**src/rtl/fft_bfly_scheduler.sv**
```systemverilog
// Issues every butterfly of an in-place radix-2 FFT, stage by stage, over a valid/ready channel.
// In-flight butterflies are bounded, and each stage fully drains before the next stage starts.
module fft_bfly_scheduler #(
  parameter int LOG2N   = 4,
  parameter int MAX_OUT = 4
) (
  input  logic             clk_i,
  input  logic             rst_i,
  input  logic             start_i,
  input  logic             abort_i,
  input  logic             cfg_inverse_i,
  output logic             busy_o,
  output logic             done_o,
  output logic             err_ack_o,
  output logic             bf_valid_o,
  input  logic             bf_ready_i,
  output logic [LOG2N-1:0] bf_addr_a_o,
  output logic [LOG2N-1:0] bf_addr_b_o,
  output logic [LOG2N-2:0] bf_tw_idx_o,
  output logic             bf_tw_conj_o,
  output logic [3:0]       bf_stage_o,
  output logic             bf_last_o,
  input  logic             bf_ack_i
);

  localparam int KW = LOG2N - 1;
  localparam logic [3:0]       LAST_STAGE = 4'(LOG2N - 1);
  localparam logic [KW-1:0]    LAST_K     = '1;
  localparam logic [3:0]       MAX_OUT_C  = 4'(MAX_OUT);
  localparam logic [LOG2N-1:0] ONE        = 1;

  typedef enum logic [1:0] {S_IDLE, S_ISSUE, S_DRAIN, S_DONE} state_t;

  state_t        state_q, state_d;
  logic [3:0]    stage_q, stage_d;
  logic [KW-1:0] k_q, k_d;
  logic [3:0]    out_q, out_d;
  logic          inv_q, inv_d;
  logic          err_q, err_d;

  logic             active, xfer, ack_ok;
  logic [LOG2N-1:0] k_ext, span, pos, addr_a;

  assign active = (state_q == S_ISSUE);
  assign xfer   = bf_valid_o & bf_ready_i;
  assign ack_ok = bf_ack_i & (out_q != 4'd0);

  always_ff @(posedge clk_i) begin
    if (rst_i) begin
      state_q <= S_IDLE;
      stage_q <= '0;
      k_q     <= '0;
      out_q   <= '0;
      inv_q   <= 1'b0;
      err_q   <= 1'b0;
    end else begin
      state_q <= state_d;
      stage_q <= stage_d;
      k_q     <= k_d;
      out_q   <= out_d;
      inv_q   <= inv_d;
      err_q   <= err_d;
    end
  end

  // A spurious ack (count already zero) is flagged and never decrements the count.
  always_comb begin
    state_d = state_q;
    stage_d = stage_q;
    k_d     = k_q;
    inv_d   = inv_q;
    err_d   = err_q | (bf_ack_i & (out_q == 4'd0));
    out_d   = out_q + {3'b000, xfer} - {3'b000, ack_ok};
    case (state_q)
      S_IDLE: begin
        if (start_i && !abort_i) begin
          state_d = S_ISSUE;
          stage_d = '0;
          k_d     = '0;
          inv_d   = cfg_inverse_i;
          err_d   = 1'b0;
        end
      end
      S_ISSUE: begin
        if (xfer) begin
          k_d = k_q + 1'b1;
          if (k_q == LAST_K) state_d = S_DRAIN;
        end
      end
      S_DRAIN: begin
        if (out_q == 4'd0) begin
          if (stage_q == LAST_STAGE) begin
            state_d = S_DONE;
          end else begin
            state_d = S_ISSUE;
            stage_d = stage_q + 4'd1;
            k_d     = '0;
          end
        end
      end
      S_DONE: begin
        state_d = S_IDLE;
        stage_d = '0;
      end
      default: state_d = S_IDLE;
    endcase
    if (abort_i) begin
      state_d = S_IDLE;
      stage_d = '0;
      k_d     = '0;
      out_d   = '0;
    end
  end

  // Butterfly k of stage s pairs addresses that differ only in bit s.
  always_comb begin
    k_ext  = {1'b0, k_q};
    span   = ONE << stage_q;
    pos    = k_ext & (span - ONE);
    addr_a = ((k_ext >> stage_q) << (stage_q + 4'd1)) | pos;
  end

  assign bf_valid_o   = active && (out_q < MAX_OUT_C);
  assign bf_addr_a_o  = active ? addr_a : '0;
  assign bf_addr_b_o  = active ? (addr_a + span) : '0;
  assign bf_tw_idx_o  = active ? (pos[LOG2N-2:0] << (LAST_STAGE - stage_q)) : '0;
  assign bf_tw_conj_o = inv_q;
  assign bf_stage_o   = stage_q;
  assign bf_last_o    = active && (stage_q == LAST_STAGE) && (k_q == LAST_K);
  assign busy_o       = (state_q == S_ISSUE) || (state_q == S_DRAIN);
  assign done_o       = (state_q == S_DONE);
  assign err_ack_o    = err_q;

endmodule

```
**config.mk**
```make
export PLATFORM = sky130hd
export DESIGN_NAME = fft_bfly_scheduler
export DESIGN_NICKNAME = d
export VERILOG_FILES = /design/src/rtl/fft_bfly_scheduler.sv
export SDC_FILE = /design/constraint.sdc
export NUM_CORES = 1
export LEC_CHECK = 0
export ABC_AREA = 1
export BUFFER_PORTS_ARGS = -buffer_cell sky130_fd_sc_hd__buf_2
export CAP_MARGIN = 20
export CORE_MARGIN = 10
export CORE_UTILIZATION = 30
export CTS_CLUSTER_DIAMETER = 80
export DETAILED_ROUTE_END_ITERATION = 10
export HOLD_SLACK_MARGIN = 0.05
export SYNTH_ARGS = -nofsm -noshare
export SYNTH_HDL_FRONTEND = slang
export SYNTH_SLANG_ARGS = --single-unit
```
**constraint.sdc**
```tcl
create_clock -name clk_i -period 6.2 [get_ports clk_i]
set_input_delay 1.24 -clock clk_i [delete_from_list [all_inputs] [get_ports clk_i]]
set_output_delay 1.24 -clock clk_i [all_outputs]
set_load 0.02 [all_outputs]
```
# Word level (Yosys, flattened, before mapping)
# Index checks and enable logic that the tools add are counted.
totals:
  register_bits: 15
  latch_bits: 0
  ramBits: 0
  romBits: 0
  inputBits: 7
  output_inout_bits: 21
  word_cells: 70
  n_memories: 0
classes:
  add_sub_neg: 7
  multipliers: 0
  div: 0
  order_cmp: 1
  n_eq_ne: 10
  shift: 4
  muxes: 20
  n_bitwise: 6
  reduce_logical: 16
op_table:
  columns: ["op", "count"]
  rows:
  - ["4-bit two-way mux", 5]
  - ["3-bit two-way mux", 5]
  - ["4-bit one-hot mux with 3 select lines", 1]
  - ["2-bit two-way mux", 5]
  - ["3-bit one-hot mux with 3 select lines", 1]
  - ["2-bit one-hot mux with 4 select lines", 1]
  - ["4-bit AND reduction", 2]
  - ["2-bit inequality test, second input constant", 3]
  - ["3-bit nonzero test", 2]
  - ["5-bit AND reduction", 1]
  - ["4-bit by 1-bit adder with 4-bit output", 1]
  - ["4-bit by 1-bit adder with 4-bit output, second input constant", 1]
  - ["4-bit adder", 1]
  - ["3-bit by 4-bit AND with 4-bit output", 1]
  - ["2-bit equality test, second input constant", 2]
  - ["4-bit by 2-bit equality test with 1-bit output, second input constant", 1]
  - ["1-bit logical AND", 4]
  - ["4-bit zero test", 1]
  - ["4-bit by 3-bit < comparator with 1-bit output, second input constant", 1]
  - ["2-bit by 1-bit inequality test with 1-bit output, second input constant", 2]
  - ["4-bit OR", 1]
  - ["4-bit nonzero test", 1]
  - ["1-bit by 4-bit left shift with 4-bit output, first input constant", 1]
  - ["3-bit by 4-bit left shift with 3-bit output", 1]
  - ["16 further kinds", 19]

# Depth between registers and ports, before layout
# Gate-level depths: netlist of the first run.
logic_depth:
  depth_word: 6
  mapped_depth: 16
  mapped_depth_nobuf: 15

# Least setup slack after synthesis of the first run
# Ideal clock, no wire load.
synth_timing:
  path_kind: "flip-flop to output port"
  from: "reg stage_q[0] (netlist: bf_stage_o[0])"
  to: "out bf_addr_b_o[3]"
  arrival_ns: 2.500
  required_time_ns: 4.960
  slack_ns: 2.460
  path_stages_with_launch: 15
  path_buffers: 1
  cell_sequence: "dfxtp_1 buf_6 nand2_1 nor2_2 inv_1 ha_1 or2_1 nand3_1 nand3_1 ha_1 inv_1 o21bai_1 xnor2_1 nand3_1 a21oi_2"
synth_via:
  elab_chain_len: 6
  elab_cells_between_ends: 9
  cone_classes: "3 x add/sub; 3 x shift; 1 x mux; 2 x bitwise"
synth_rtl:
  columns: ["item", "line", "text"]
  rows:
  - ["from (decl)", "35", "logic [3:0] stage_q, stage_d;"]
  - ["from (signal assigned)", "58", "stage_q <= stage_d;"]
  - ["parallel branches: the longest is 4 deep, another holds 4-bit by 1-bit adder with 4-bit output", null, null]
  - ["4-bit adder *", "125", "assign bf_addr_b_o = active ? (addr_a + span) : '0;"]
  - ["4-bit two-way mux *", "125", null]
  - ["to (decl)", "18", "output logic [LOG2N-1:0] bf_addr_b_o,"]
# Mark *: on every way between the ends.

# Worst setup path after layout of the first run
# Ends and elaborated chain as after synthesis.

==> metrics.txt, run 1 <==
max-cap viol count 0; Post-CTS Resized 0; clk_skew 0.006538 ns; crit path cell chain nand2_1 > nor2_2 > inv_1 > ha_1 > or2_1 > nand3_1 > nand3_1 > ha_1 > inv_1 > o21bai_1 > xnor2_1 > nand3_1 > a21oi_2 > buf_2; fin crit share 0.6736; Hold Path End bf_tw_conj_o; Setup CP Type reg2out; CP Max Fanout 12; final setup fails 0; Core Util, Final 0.3645; core box area 4414 sq um; row count 24; Final Hold Fails 0; total die area between 7000 and 8000 sq um; setup tns final 0 ns; yosys warns 0; delay of the slowest critical-path stage 0.62 ns; most common cell after layout, fill and taps aside inv_1; DR vias between 1,000 and 1,500; Worst Setup Start Kind register; Starting Density 0.3135; CTS max path bufs 2; Final HPWL DP 2694 um; minimum clock period 4.176 ns; Num CTS Buffers 3; Worst Path Required 4.96 ns; Post-Syn Area 1384 sq um; drt wl/cell between 10 and 15 um; global placement routability congestion 0.7987; syn_nets 221; hold depth 2; VDD IR max ~140 uV; Clock Root Buffer clkbuf_8; EDFF count, synth 0; clk slew on worst S/H paths 0.06 ns; most frequent cells in the layout inv_1, nand2_1, buf_2; Power Density 183.7 nW/um^2; unrepaired setup endpoints after global routing no; largest net degree at the start of global routing 13; initial antenna violation count 0; IO Port Bufs 27; Post-synth top flop dfxtp_1; Post-CTS Setup Repair Bufs 0; Max Clk Rate 239.4 MHz; Die Width 87.92 um; DR iter-0 viols 74; RR Startpoint state_q[1]; gr usage total 0.08853; Yosys reg bits 15; CTS tree built; H-tree depth 1; Via density 4.723; sequential fraction of the synthesis area 0.2170; Hold Crit Class reg2reg; Worst-Margin Slew approximately 0.53 ns; crit path DAT a little under 3 ns; area of the multi-input gates 924.6 sq um; antenna cell count 0; Clock Sinks 15; hold_buf cts 0; status finished, final reports clean; Synth cell types 31; clk_lat worst skew 0.25 ns; r2r worst-path depth 12; flop2flop setup slack 3.79 ns; CP most frequent cell nand3_1; vias in the first global route 1,284; fillcell total 487; nets@finish 250; leakage power 0.0007815 uW; die height 87.92 um; Slew Viols, Final 0; reg-to-reg endpoint out_q[2]; grt total ovfl 0; Mapped Avg Cell Area ~7.1 sq um; DR pass1 iterations 4; WL final roughly 3300 um; Antenna Nets Post-Route 0; Async S/R FF share, synth 0; IO Count 28; slew margin rel. 0.6493; hold path startpoint bf_tw_conj_o; DRC 0; Seq. cell area 300.3 sq um; Critical Path Sink Type output port; cells after synthesis slightly below 200; Slowest-stage cell, CP dfxtp_1; layout cells sized above 1 0.2387; first-pass GRT wire length 5692 um; Layout area overhead 16.27%
-- cell families (layout without fill, tap and decap cells) --
group	Yosys count	in the layout	synth area share
AOI/OAI and AO/OA	35	35	0.1573
xor gates and xnor gates	4	4	0.02532
buffers and inverters	40	68	0.1148
adders and majority gates	20	20	0.1917
DFF	15	15	0.2170
and+or+nand+nor	80	80	0.2939
-- registers in the layout, summed over array words and instances (netlist names) --
signal and cells:
bf_stage_o 4, state_q 2, k_q 3, err_ack_o 1, bf_tw_conj_o 1, out_q 4
-- where the power goes --
part	switching [uW]	internal (uW)	leakage [uW]
Combinational	63.6	40.9	0.000637
Clock	34.3	45.5	0.0000228
Sequential	6.62	105	0.000122
Total	105	191	0.000781
-- critical path, delay by kind of cell (launching register included) --
| family | cells | cell delay, ns |
|---|---|---|
| flops | 1 | 0.62 |
| simple gates | 6 | 0.83 |
| buf+inv | 3 | 0.32 |
| compound gates | 2 | 0.29 |
| fa+ha+maj | 2 | 0.46 |
| xor+xnor | 1 | 0.16 |
-- synth_stat cells (2+ instances only) --
cell | instances | share of area
xor2_1 | 3 | 0.019
fa_1 | 2 | 0.029
a21oi_1 | 18 | 0.065
dfxtp_1 | 15 | 0.22
nand3_1 | 16 | 0.058
nand2_4 | 2 | 0.016
nor2_1 | 17 | 0.046
nor2_2 | 4 | 0.018
nand2_2 | 3 | 0.014
ha_1 | 18 | 0.16
a211oi_1 | 7 | 0.038
a31oi_1 | 2 | 0.0090
nor3_1 | 2 | 0.0072
o21bai_1 | 2 | 0.011
o21ai_0 | 3 | 0.011
inv_1 | 30 | 0.081
nand2_1 | 28 | 0.076
inv_2 | 7 | 0.019
nand3_2 | 3 | 0.022
-- routing by layer --
metal  share of wire  GRT usage
met5               0          0
met4           0.011    0.03043
met3           0.068    0.02600
met2            0.41     0.1329
met1            0.52     0.1173
-- area by class of cell --
class / instances / share of cell area
Tap cell: 52 / 0.04044
Multi-Input combinational cell: 139 / 0.5747
Inverter: 37 / 0.08631
Clock buffer: 4 / 0.02799
Sequential cell: 15 / 0.1866
Timing Repair Buffer: 27 / 0.08398
-- worst max-delay path by stage --
stage / cells after the start / slack (ns) / end / startpoint
2_1_floorplan: 14 / 2.46 / bf_addr_b_o[3] / bf_stage_o[0]
3_3_place_gp: 14 / 2.30 / bf_addr_b_o[3] / bf_stage_o[0]
3_5_place_dp: 14 / 2.27 / bf_addr_b_o[3] / bf_stage_o[0]
4_1_cts: 14 / 1.99 / bf_addr_b_o[3] / bf_stage_o[0]
5_1_grt: 14 / 1.72 / bf_addr_b_o[3] / bf_stage_o[0]
6_report: 14 / 2.02 / bf_addr_b_o[3] / bf_stage_o[0]
-- through the flow --
step	worst slack [ns]	instances	hold WS, ns	area, sq um	total power (uW)
2_1_floorplan	2.460	194	0.5070	1384	196.5
3_3_place_gp	2.300	270	0.4569	1564	217.5
3_5_place_dp	2.269	270	0.4556	1564	219.0
4_1_cts	1.991	274	0.4660	1609	300.1
5_1_grt	1.718	274	0.5157	1609	321.9
6_report	2.024	274	0.4605	1609	295.6
Note: power is estimated with default switching activity, not from simulation.
==> inputs of run 2 (changes only) <==
Clock period 6.2 ns to 4.1 ns, I/O delays scaled along.
==> metrics.txt, run 2 (synthesized netlist as in run 1, its figures left out) <==
status finished, final reports clean; antenna cell count 0; Die Width 87.92 um; IO Port Bufs 27; setup tns final 0 ns; Clock Sinks 15; Num CTS Buffers 3; Post-CTS Setup Repair Bufs 0; hold_buf cts 0; vias in the first global route 1,351; Final Hold Fails 0; CP Max Fanout 12; Via density roughly 4.8; Setup CP Type reg2out; Post-CTS Resized 0; global placement routability congestion between 0.8 and 0.9; Worst Setup Start Kind register; largest net degree at the start of global routing 13; Power Total 444.7 uW; Max Clk Rate 265.4 MHz; Layout area overhead 16.27%; DRC 0; Hold Crit Class reg2reg; final setup fails 0; leakage power 0.0007815 uW; DR vias 1,325; clk_lat worst skew 0.24 ns; die height 87.92 um; most common cell after layout, fill and taps aside inv_1; unrepaired setup endpoints after global routing no; WL final 3296 um; DR pass1 iterations 4; core box area ~4400 sq um; initial antenna violation count 0; grt total ovfl 0; Final HPWL DP 2761 um; H-tree depth 1; DR iter-0 viols 74; clk slew on worst S/H paths 0.06 ns; gr usage total 0.09134; most frequent cells in the layout inv_1, nand2_1, buf_2; Starting Density 0.3135; max-cap viol count 0; CTS max path bufs 2; crit path DAT just under 3 ns; total die area just under 8000 sq um; layout cells sized above 1 0.2387; Slew Viols, Final 0; fillcell total 497; VDD IR max around 180 uV; minimum clock period 3.768 ns; Worst Path Required 3.28 ns; Worst-Margin Slew 0.4882 ns; Power Density 276.4 nW/um^2; clk_skew 0.002348 ns; drt wl/cell 12.03 um; CTS tree built; IO Count 28; fin crit share 0.9189; Clock Root Buffer clkbuf_8; first-pass GRT wire length just under 6000 um; Antenna Nets Post-Route 0; Critical Path Sink Type output port; row count 24; nets@finish 250; slew margin rel. 0.6741
run 2: layout make-up:
class,count,area [sq um],share of cell area
Clock buffer,4,45.04,0.02799
Inverter,37,138.9,0.08631
Multi-Input combinational cell,139,924.6,0.5747
Sequential cell,15,300.3,0.1866
Tap cell,52,65.06,0.04044
Timing Repair Buffer,27,135.1,0.08398
run 2: metrics by stage:
stage	hold slack (ns)	utilization	std cells	area (sq um)	setup WS, ns
5_1_grt	0.5056	0.3645	274	1609	0.04705
6_report	0.4608	0.3645	274	1609	0.3324
3_3_place_gp	0.4569	0.3543	270	1564	0.6165
4_1_cts	0.4688	0.3645	274	1609	0.2903
2_1_floorplan	0.5070	-	194	1384	0.7799
3_5_place_dp	0.4588	0.3543	270	1564	0.5670
run 2: layer usage:
layer,share of wire,global-route usage,vias up
li1,-,-,696
met1,0.47,0.1124,586
met2,0.43,0.1475,39
met3,0.096,0.03435,4
met4,0.0058,0.02029,0
met5,0,0,-
run 2: final timing paths:
check / from / endpoint / slack (ns) / depth (start not counted)
setup / recovery: bf_stage_o[0] / bf_addr_b_o[3] / 0.33 / 14
hold / removal: bf_tw_conj_o / bf_tw_conj_o / 0.46 / 2
setup reg to reg: state_q[1] / out_q[2] / 1.74 / 12
hold reg to reg: bf_tw_conj_o / bf_tw_conj_o / 0.46 / 2
run 2: worst max-delay path, cell delays in order, from the launching register on:
cell and delay (ns):
dfxtp_1 0.62, nand2_1 0.12, nor2_2 0.18, inv_1 0.10, ha_1 0.20, or2_1 0.22
nand3_1 0.10, nand3_1 0.09, ha_1 0.27, inv_1 0.05, o21bai_1 0.16, xnor2_1 0.15
nand3_1 0.12, a21oi_2 0.13, buf_2 0.17
run 2: power breakdown:
group | leakage, uW | internal (uW) | switching (uW)
registers | 0.000122 | 158 | 10.1
clock network | 0.0000228 | 68.7 | 49.3
logic | 0.000637 | 62.2 | 96.0
total | 0.000781 | 289 | 155
==> inputs of run 3 (changes only) <==
Settings changed: BUFFER_PORTS_ARGS -buffer_cell sky130_fd_sc_hd__buf_2 to -buffer_cell sky130_fd_sc_hd__buf_4, PLACE_DENSITY_LB_ADDON set to 0.05.
==> metrics.txt, run 3 (synthesized netlist as in run 1, its figures left out) <==
status finished, final reports clean; first-pass GRT wire length roughly 6500 um; setup tns final 0 ns; Clock Sinks 15; hold depth 2; Hold Crit Class reg2reg; fillcell total between 400 and 500; RR Startpoint state_q[1]; hold path startpoint bf_tw_conj_o; Starting Density 0.3135; Antenna Nets Post-Route 0; hold_buf cts 0; post-route worst setup slack 0.2809 ns; slew margin rel. 0.6559; reg-to-reg endpoint out_q[2]; Max Clk Rate 261.8 MHz; CTS max path bufs 2; row count 24; layout cells sized above 1 0.2432; Final HPWL DP 3091 um; DRC 0; minimum clock period 3.819 ns; CTS tree built; flop2flop setup slack about 1.7 ns; largest net degree at the start of global routing 13; DR pass1 iterations 4; Fin Hold WS 0.4817 ns; initial antenna violation count 0; pre-CTS setup slack 0.5499 ns; WL final 3710 um; Worst-Margin Slew about 0.52 ns; core box area between 4000 and 5000 sq um; nets@finish 250; most frequent cells in the layout inv_1, nand2_1, buf_4; max-cap viol count 0; Final Hold Fails 0; clk slew on worst S/H paths about 0.07 ns; CP most frequent cell nand3_1; antenna cell count 0; Slowest-stage cell, CP dfxtp_1; VDD IR max 130.1 uV; gr usage total 0.1011; DR iter-0 viols 63; most common cell after layout, fill and taps aside inv_1; Via density 4.982; IO Count 28; delay-heaviest family, CP simple AND/OR/NAND/NOR gates; DR vias roughly 1,400; grt total ovfl 0; Power Density 272.9 nW/um^2; leakage power 0.0007880 uW; Num CTS Buffers 3; Post-CTS Setup Repair Bufs 0; global placement routability congestion 0.7920; CP Max Fanout 12; crit path cell chain nand2_1 > nor2_2 > inv_1 > ha_1 > or2_1 > nand3_1 > nand3_1 > ha_1 > inv_1 > o21bai_1 > xnor2_1 > nand3_1 > a21oi_2 > buf_4; Hold Path End bf_tw_conj_o; Worst Setup Start Kind register; Die Width 87.92 um; r2r worst-path depth 12; Layout area overhead 21.25%; H-tree depth 1; Setup CP Type reg2out; final setup fails 0; delay of the slowest critical-path stage 0.65 ns; unrepaired setup endpoints after global routing no; drt wl/cell 13.54 um; die height 87.92 um; Clock Root Buffer clkbuf_8; fin crit share 0.9315; vias in the first global route between 1,000 and 1,500; Core Util, Final 0.3801; crit path DAT ~3.0 ns; Worst Path Required 3.28 ns; IO Port Bufs 27; Buf+Inv Stages, Crit Path 3; clk_skew 0.008228 ns; Post-CTS Resized 0; total die area 7729 sq um; clk_lat worst skew about 0.25 ns; Critical Path Sink Type output port; Slew Viols, Final 0
run 3: changes by cell type in the layout (fill, tap and decap cells not counted):
cell / delta
buf_2: -27
buf_4: +27
clkbuf_1: -1
clkinv_2: +1
run 3: through the flow:
step	cell area, sq um	total power, uW	instances
final	1678	457.8	274
after global routing	1678	499.8	274
after CTS	1678	466.6	274
after detailed placement	1632	341.5	270
after global placement	1632	337.3	270
after floorplan	1384	297.2	194
run 3: cell type report:
class | instances | area [sq um] | area share
flip-flops and latches | 15 | 300.3 | 0.1790
multi-input cells | 139 | 924.6 | 0.5511
inverters | 37 | 138.9 | 0.08277
repair buffers | 27 | 202.7 | 0.1208
clock inverters | 1 | 5.005 | 0.002983
well taps | 52 | 65.06 | 0.03878
clock buffers | 3 | 41.29 | 0.02461
run 3: worst register-to-register path, cell delays in order, from the launching register on:
cell and delay [ns]:
dfxtp_1 0.32, inv_1 0.13, ha_1 0.49, nand2_1 0.13
inv_2 0.08, nand2_1 0.08, ha_1 0.27, inv_1 0.06
ha_1 0.14, inv_1 0.06, fa_1 0.37, xor2_1 0.15
nor2_1 0.05
run 3: worst max path at each step:
stage                        startpoint             end  slack [ns]  cells past startpoint
after detailed placement  bf_stage_o[0]  bf_addr_b_o[3]        0.55                     14
after floorplan           bf_stage_o[0]  bf_addr_b_o[3]        0.78                     14
after CTS                 bf_stage_o[0]  bf_addr_b_o[3]        0.26                     14
after global placement    bf_stage_o[0]  bf_addr_b_o[3]        0.65                     14
after global routing      bf_stage_o[0]  bf_addr_b_o[3]        0.04                     14
final                     bf_stage_o[0]  bf_addr_b_o[3]        0.28                     14
run 3: where the power goes:
part           total (uW)  internal, uW  switching [uW]
clock network         122          67.3            54.5
registers             169           158            11.2
logic                 167          67.3            99.2
total                 458           293             165
run 3: metal layers:
| metal | up-vias | part of all wire | track usage |
|---|---|---|---|
| met3 | 8 | 0.070 | 0.03250 |
| met5 | - | 0 | 0 |
| met1 | 637 | 0.46 | 0.1181 |
| met4 | 0 | 0.017 | 0.03913 |
| met2 | 29 | 0.45 | 0.1673 |
| li1 | 691 | - | - |
